===== config.mk =====
export PLATFORM = sky130hd
export DESIGN_NAME = mult_controller
export DESIGN_NICKNAME = d
export VERILOG_FILES = /design/src/rtl/mult_pkg.sv /design/src/rtl/mult_ctrl_decode.sv /design/src/rtl/mult_controller.sv
export SDC_FILE = /design/constraint.sdc
export NUM_CORES = 1
export LEC_CHECK = 0
export CORE_AREA = 2 2 39 41
export CTS_CLUSTER_SIZE = 20
export DETAILED_ROUTE_END_ITERATION = 12
export DIE_AREA = 0 0 41 43
export GPL_TIMING_DRIVEN = 0
export PLACE_DENSITY = 0.46
export SETUP_SLACK_MARGIN = 0.02
export SYNTH_ARGS = -nofsm -noshare
export SYNTH_HDL_FRONTEND = slang
export SYNTH_SLANG_ARGS = --single-unit

===== constraint.sdc =====
create_clock -name clk -period 2.7 [get_ports clk]
set_input_delay 0.405 -clock clk [delete_from_list [all_inputs] [get_ports clk]]
set_output_delay 0.405 -clock clk [all_outputs]
set_load 0.01 [all_outputs]

===== src/rtl/mult_pkg.sv =====
// Shared definitions for the 4x4 shift-and-add multiplier controller:
// state encoding and partial-product shift codes.
package mult_pkg;

   typedef enum logic [2:0] {
      IDLE = 3'd0,
      LOAD = 3'd1,
      PP0  = 3'd2,
      PP1  = 3'd3,
      PP2  = 3'd4,
      PP3  = 3'd5,
      DONE = 3'd6
   } state_e;

   // Shift applied to the 2x2 partial product before accumulation
   localparam logic [1:0] SH_0 = 2'b00;
   localparam logic [1:0] SH_2 = 2'b01;
   localparam logic [1:0] SH_4 = 2'b10;

endpackage


===== src/rtl/mult_ctrl_decode.sv =====
// Moore output decoder: turns the controller state into datapath control
// strobes. Purely combinational; unused encodings decode to all-zero.
module mult_ctrl_decode
   import mult_pkg::*;
(
   input  state_e     state_i,
   output logic       busy_o,
   output logic       done_o,
   output logic       ldA_o,
   output logic       ldB_o,
   output logic       l1_o,
   output logic       l2_o,
   output logic [1:0] shctrl_o,
   output logic       ldOut_o,
   output logic       rstOut_o
);

   // Each PP state picks one pair of operand halves and its weight
   always_comb begin
      busy_o   = 1'b0;
      done_o   = 1'b0;
      ldA_o    = 1'b0;
      ldB_o    = 1'b0;
      l1_o     = 1'b0;
      l2_o     = 1'b0;
      shctrl_o = SH_0;
      ldOut_o  = 1'b0;
      rstOut_o = 1'b0;
      case (state_i)
         LOAD: begin
            busy_o   = 1'b1;
            ldA_o    = 1'b1;
            ldB_o    = 1'b1;
            rstOut_o = 1'b1;
         end
         PP0: begin
            busy_o   = 1'b1;
            ldOut_o  = 1'b1;
         end
         PP1: begin
            busy_o   = 1'b1;
            l1_o     = 1'b1;
            shctrl_o = SH_2;
            ldOut_o  = 1'b1;
         end
         PP2: begin
            busy_o   = 1'b1;
            l2_o     = 1'b1;
            shctrl_o = SH_2;
            ldOut_o  = 1'b1;
         end
         PP3: begin
            busy_o   = 1'b1;
            l1_o     = 1'b1;
            l2_o     = 1'b1;
            shctrl_o = SH_4;
            ldOut_o  = 1'b1;
         end
         DONE: done_o = 1'b1;
         default: ;
      endcase
   end

endmodule


===== src/rtl/mult_controller.sv =====
// Sequencer for a 4x4 multiplier built from four 2x2 partial products.
// Fixed six-cycle operation: LOAD, PP0..PP3, DONE.
module mult_controller
   import mult_pkg::*;
#(
   parameter bit DONE_HOLD = 1'b0
) (
   input  logic clk,
   input  logic rst,
   input  logic start,
   output logic busy,
   output logic done,
   output logic ld_A,
   output logic ld_B,
   output logic l_1,
   output logic l_2,
   output logic shctrl_1,
   output logic shctrl_0,
   output logic ld_out,
   output logic rst_out
);

   state_e     state_q;
   state_e     state_d;
   logic [1:0] shctrl;

   always_ff @(posedge clk or posedge rst) begin
      if (rst) state_q <= IDLE;
      else     state_q <= state_d;
   end

   // start is only looked at in IDLE and DONE; mid-operation requests are dropped
   always_comb begin
      state_d = IDLE;
      case (state_q)
         IDLE: state_d = start ? LOAD : IDLE;
         LOAD: state_d = PP0;
         PP0:  state_d = PP1;
         PP1:  state_d = PP2;
         PP2:  state_d = PP3;
         PP3:  state_d = DONE;
         DONE: begin
            if (start)          state_d = LOAD;
            else if (DONE_HOLD) state_d = DONE;
            else                state_d = IDLE;
         end
         default: state_d = IDLE;
      endcase
   end

   mult_ctrl_decode uDecode (
      .state_i  (state_q),
      .busy_o   (busy),
      .done_o   (done),
      .ldA_o    (ld_A),
      .ldB_o    (ld_B),
      .l1_o     (l_1),
      .l2_o     (l_2),
      .shctrl_o (shctrl),
      .ldOut_o  (ld_out),
      .rstOut_o (rst_out)
   );

   assign shctrl_1 = shctrl[1];
   assign shctrl_0 = shctrl[0];

endmodule

==> impl_results.md <==
* Die area at 1760 µm²
* Post-CTS setup buffer count at 0
* Worst r2r src: state_q[2]
* Gpl congestion at 0.732
* Reg2Reg Depth at 3
* Multi-input gate area at 116 µm²
* Post-Synth XOR/XNOR Area at under 10%
* Largest cells by area after synthesis: dfrtp_1 (31%), buf_6 (9.2%), nand2b_1 (7.7%)
* FMAX at between 400 and 500 MHz
* Drt initial violations at 0
* Crit path max-delay cell type: clkdlybuf4s50_1
* Fin crit period at 2.13 ns
* Worst Path Max Fanout at 8
* Worst-case clock buffer depth at 2
* DP Worst Slack at 0.798 ns
* # DRC at 0
* Power Density at 1380 nW/µm²
* Post-synthesis adder-cell area fraction at 5.13%
* Worst setup margin at approximately 0.57 ns
* Clk_lat worst skew at 0.23 ns
* Most instantiated cells after synthesis: dfrtp_1 (3), inv_1 (3), nand2b_1 (3)
* GRT overflow at 0
* Worst-path cell chain: buf_6 -> nand2b_1 -> nor2_1 -> buf_4 -> clkdlybuf4s50_1
* Row count at 14
* Yosys warning count at 0
* Seq cells post-synth at 3
* Core Area at approximately 1400 µm²
* # setup viols final at 0
* Critical path data required time at about 2.3 ns
* Fin nets at 48
* Post-synth ARST share at 100%
* Arr. time, crit path at 1.73 ns
* Biggest regs: state_q x3
* Worst slew margin at 80.6%
* Die Height at 43 µm
* Final antenna-violating net count at 0
* Vias per std cell at 3.64
* Initial antenna violation count at 0
* Root buffer cell: clkbuf_4
* H-tree levels at 1
* Hold Vio Cnt, Final at 0
* Post-synthesis sequential area ratio at 30.8%
* Slowest cell delay on critical path at ~0.52 ns
* Tightest Pin Transition at 0.291 ns
* Bufs and invs on worst path at 3
* Setup TNS at 0 ns
* Share of cells above drive strength 1 at 25.6%
* Leak at ~0.19 nW
* DR pass1 iterations at 1
* Syn Inst Count at 27
* EDFF count, synth at 0
* Post-synthesis simple-gate area fraction at 26.2%
* Largest net degree at the start of global routing at 10
* Detailed Route WL at 524 µm
* CTS buffer count at 3
* Syn nets at 31
* Worst Skew at 0.00131 ns
* CP Capture Type: primary output
* Mux contribution to synthesized area at 0%
* Cell Area, Synth at 244 µm²
* Fill cell count at 149
* Post-CTS sizing at 0
* IO Pins at 13
* Fin. max-slew vios at 0
* RSZ-0062 raised after global routing: false
* Worst R2R End: state_q[0]
* Mean post-synth cell area at 9.04 µm²
* Outcome: finished clean
* Max Cap Viol at 0
* Synth top area share at 30.8%
* Startpoint class of the critical path: flop
* Family with the most delay on the worst path: buffers and inverters
* Compound-Gate Fraction of Synth Area at 9.74%
* Diode count at 0
* Post-CTS Hold Buffers at 0
* Vias at around 220
* Total track usage at 8.55%
* Top_reg_cell synth: dfrtp_1
* Max FFs per register at 3
* Reg clk slew, reported paths at 0.04 ns
* Count of input and output buffers at 12
* Per-cell routed wire length at between 8 and 9 µm
* Vias in the first global route at between 200 and 250
* TritonCTS Sinks at 3
* First-pass GRT wire length at 931 µm
* Synth area leader: dfrtp_1
* Final period util at between 70 and 80%
* Largest family of logic cells by synthesized area: simple AND/OR/NAND/NOR gates
* CP Class: flop to primary output
* FF/Latch Area at 75.1 µm²
* CTS tree: done
* Die Wd at 41 µm
* Library cells used by synthesis at 18
* Layout Area Growth over Synthesis at 68.2%
* Biggest register: state_q
* Initial Utilization at 17.6%
* Peak VDD IR at 0.290 mV
* Min-Delay Path Class: input port to async pin
* R2r setup slk at 1.80 ns
-- per-stage QoR --
step / std cells / power (mW) / utilization [%] / hold WS (ns) / instance area [µm²]
finish: 59 / 0.566 / 29.7 / 0.333 / 410
global route: 59 / 0.617 / 29.7 / 0.355 / 410
CTS: 59 / 0.579 / 29.7 / 0.328 / 410
detailed placement: 55 / 0.496 / 27.8 / 0.579 / 384
global placement: 55 / 0.489 / 27.8 / 0.581 / 384
floorplan: 27 / 0.316 / - / 0.159 / 244
-- power breakdown --
part / switching, mW / total [mW] / internal [mW] / leakage, nW
sequential: 0.0266 / 0.0934 / 0.0668 / 0.0372
clock: 0.0227 / 0.0781 / 0.0553 / 0.0150
combinational: 0.161 / 0.395 / 0.234 / 0.135
total: 0.210 / 0.566 / 0.356 / 0.187
-- placed cells by master, fill, tap and decap left out, types with 2 or more instances in the layout --
cell	count
o21ai_1	2
buf_4	2
buf_6	2
nand2b_1	3
dfrtp_1	3
clkdlybuf4s50_1	12
clkbuf_4	3
inv_1	3
-- metal layers --
metal  up-vias  GRT usage (%)  share of wire, %
li1        114              -                 -
met1        98           9.39                40
met2         3           10.9                57
met3         0           4.71               3.4
met4         0           8.00                 0
met5         -              0                 0
-- cells by family (layout without fill, tap and decap cells) --
group / Yosys count / count (layout)
compound gates: 4 / 4
xor+xnor: 1 / 1
fa+ha+maj: 1 / 1
buf+inv: 8 / 24
flops: 3 / 3
simple gates: 10 / 10
-- worst max path at each step --
stage	start	to	slack (ns)	cells after the start
6_report	state_q[1]	rst_out	0.57	5
4_1_cts	state_q[1]	rst_out	0.54	5
3_5_place_dp	state_q[1]	rst_out	0.80	5
5_1_grt	state_q[1]	rst_out	0.47	5
2_1_floorplan	state_q[1]	ld_B	1.26	4
3_3_place_gp	state_q[1]	ld_B	0.83	5
-- final cells by class --
cell class / count / share of cell area [%]
well taps: 16 / 4.88
inverters: 4 / 3.66
multi-input cells: 16 / 28.4
clock buffers: 4 / 6.40
repair buffers: 12 / 29.3
flip-flops and latches: 3 / 18.3
plain buffers: 4 / 9.15
No activity file was read; power rests on OpenSTA's default activity.
==> RTL edit, RTL diff (config.mk and constraints unchanged) <==
Encoding of `state_e`: now one-hot (7 bits for 7 states).
--- a/src/rtl/mult_pkg.sv
+++ b/src/rtl/mult_pkg.sv
@@ -2,14 +2,14 @@
 // state encoding and partial-product shift codes.
 package mult_pkg;
 
-   typedef enum logic [2:0] {
-      IDLE = 3'd0,
-      LOAD = 3'd1,
-      PP0  = 3'd2,
-      PP1  = 3'd3,
-      PP2  = 3'd4,
-      PP3  = 3'd5,
-      DONE = 3'd6
+   typedef enum logic [6:0] {
+      IDLE = 7'b0000001,
+      LOAD = 7'b0000010,
+      PP0  = 7'b0000100,
+      PP1  = 7'b0001000,
+      PP2  = 7'b0010000,
+      PP3  = 7'b0100000,
+      DONE = 7'b1000000
    } state_e;
 
    // Shift applied to the 2x2 partial product before accumulation
Check against the original RTL: no difference found for any inputs over 10 cycles, from zero or initial values and one cycle with rst high; not proved beyond that.
==> RTL edit against the original RTL <==
- synthesized area increased by 99%
- register-to-register slack got worse by 810 ps
- routed wire length increased by 84%
- global-route usage increased by 5.4 points
- sequential power increased by 61%
- fmax decreased by 16%
- sequential cell count increased by 4
- power decreased by 17%
- clock skew increased by 0.87 ps
- combinational power decreased by 43%
- synthesized cell count increased by 67%
- worst setup slack got worse by 410 ps
- cell area increased by 64%
- clock power increased by 21%
==> RTL edit: results (changes against the original RTL) <==
STA
  – Slew HR: 0.752 (was 0.806)
  – Layout Skew: 2.18 ps (was 1.31 ps)

Synthesis
  – Synth top cells by count: 6 x dfrtp_1, 4 x nor4b_1, 4 x xnor2_1 (was 3 x dfrtp_1, 3 x inv_1, 3 x nand2b_1)
  – Synthesized Nets: 48 (was 31)
  – Seq/Total Area, Yosys: 0.363 (was 0.308)

Routing
  – Via count: 392 (was 215)
  – Drt first pass iters: 4 (was 1)
  – Initial DRC Count: 5 (was 0)
  – Routed WL per cell: 12.5 um (was 8.88 um)
  – DRT Wirelength: 964 um (was 524 um)

Cells and area
  – Core Util, Final: 0.486 (was 0.297)
  – Non-clock buffers: 19 (was 16)
  – Seq Cell Count: 7 (was 3)
  – Share of cells above drive strength 1: 0.311 (was 0.256)
  – Area taken by multi-input logic gates: 259 um2 (was 116 um2)
  – Final net count: 65 (was 48)

Global route
  – Met2 Use GR: 0.194 (was 0.109)
  – Vias in the first global route: 375 (was 228)
  – Routing usage on met1: 0.162 (was 0.0939)
  – Global Route Usage Sum: 0.140 (was 0.0855)

Placement
  – Placed inst area: 626 um2 (was 384 um2)

Power
  – LEAKAGE: 0.000332 uW (was 0.000187 uW)
  – Seq. pwr: 150 uW (was 93.4 uW)
  – Switching share of power: 0.342 (was 0.371)

Status
  – Status: finished, final reports clean (unchanged)
==> RTL edit: timing repair <==
action,in CTS,in global routing
resized for setup,6,3
setup buffers,1,0
endpoints found under the setup margin,4,3
endpoints found under the hold margin,0,0
==> RTL edit: worst max-delay path: stages (launching register included) <==
cell	delay (ps)
dfrtp_2	460
or3_4	420
or3_4	350
nor2_1	110
clkdlybuf4s50_1	540
==> RTL edit: path summary, 6_finish.rpt <==
kind / from / to
hold reg to reg: state_q[2] / state_q[4]
setup / recovery: state_q[1] / l_2
setup reg to reg: state_q[5] / state_q[0]
hold / removal: rst / state_q[5]
max in group asynchronous: rst / state_q[0]
min in group clk: state_q[2] / state_q[4]
==> RTL edit: cells by family after synthesis <==
group,Yosys count,share of synthesized area
and+or+nand+nor,21,0.350
buffers and inverters,8,0.131
DFF,7,0.363
xor gates and xnor gates,5,0.0902
AOI/OAI and AO/OA,4,0.0644
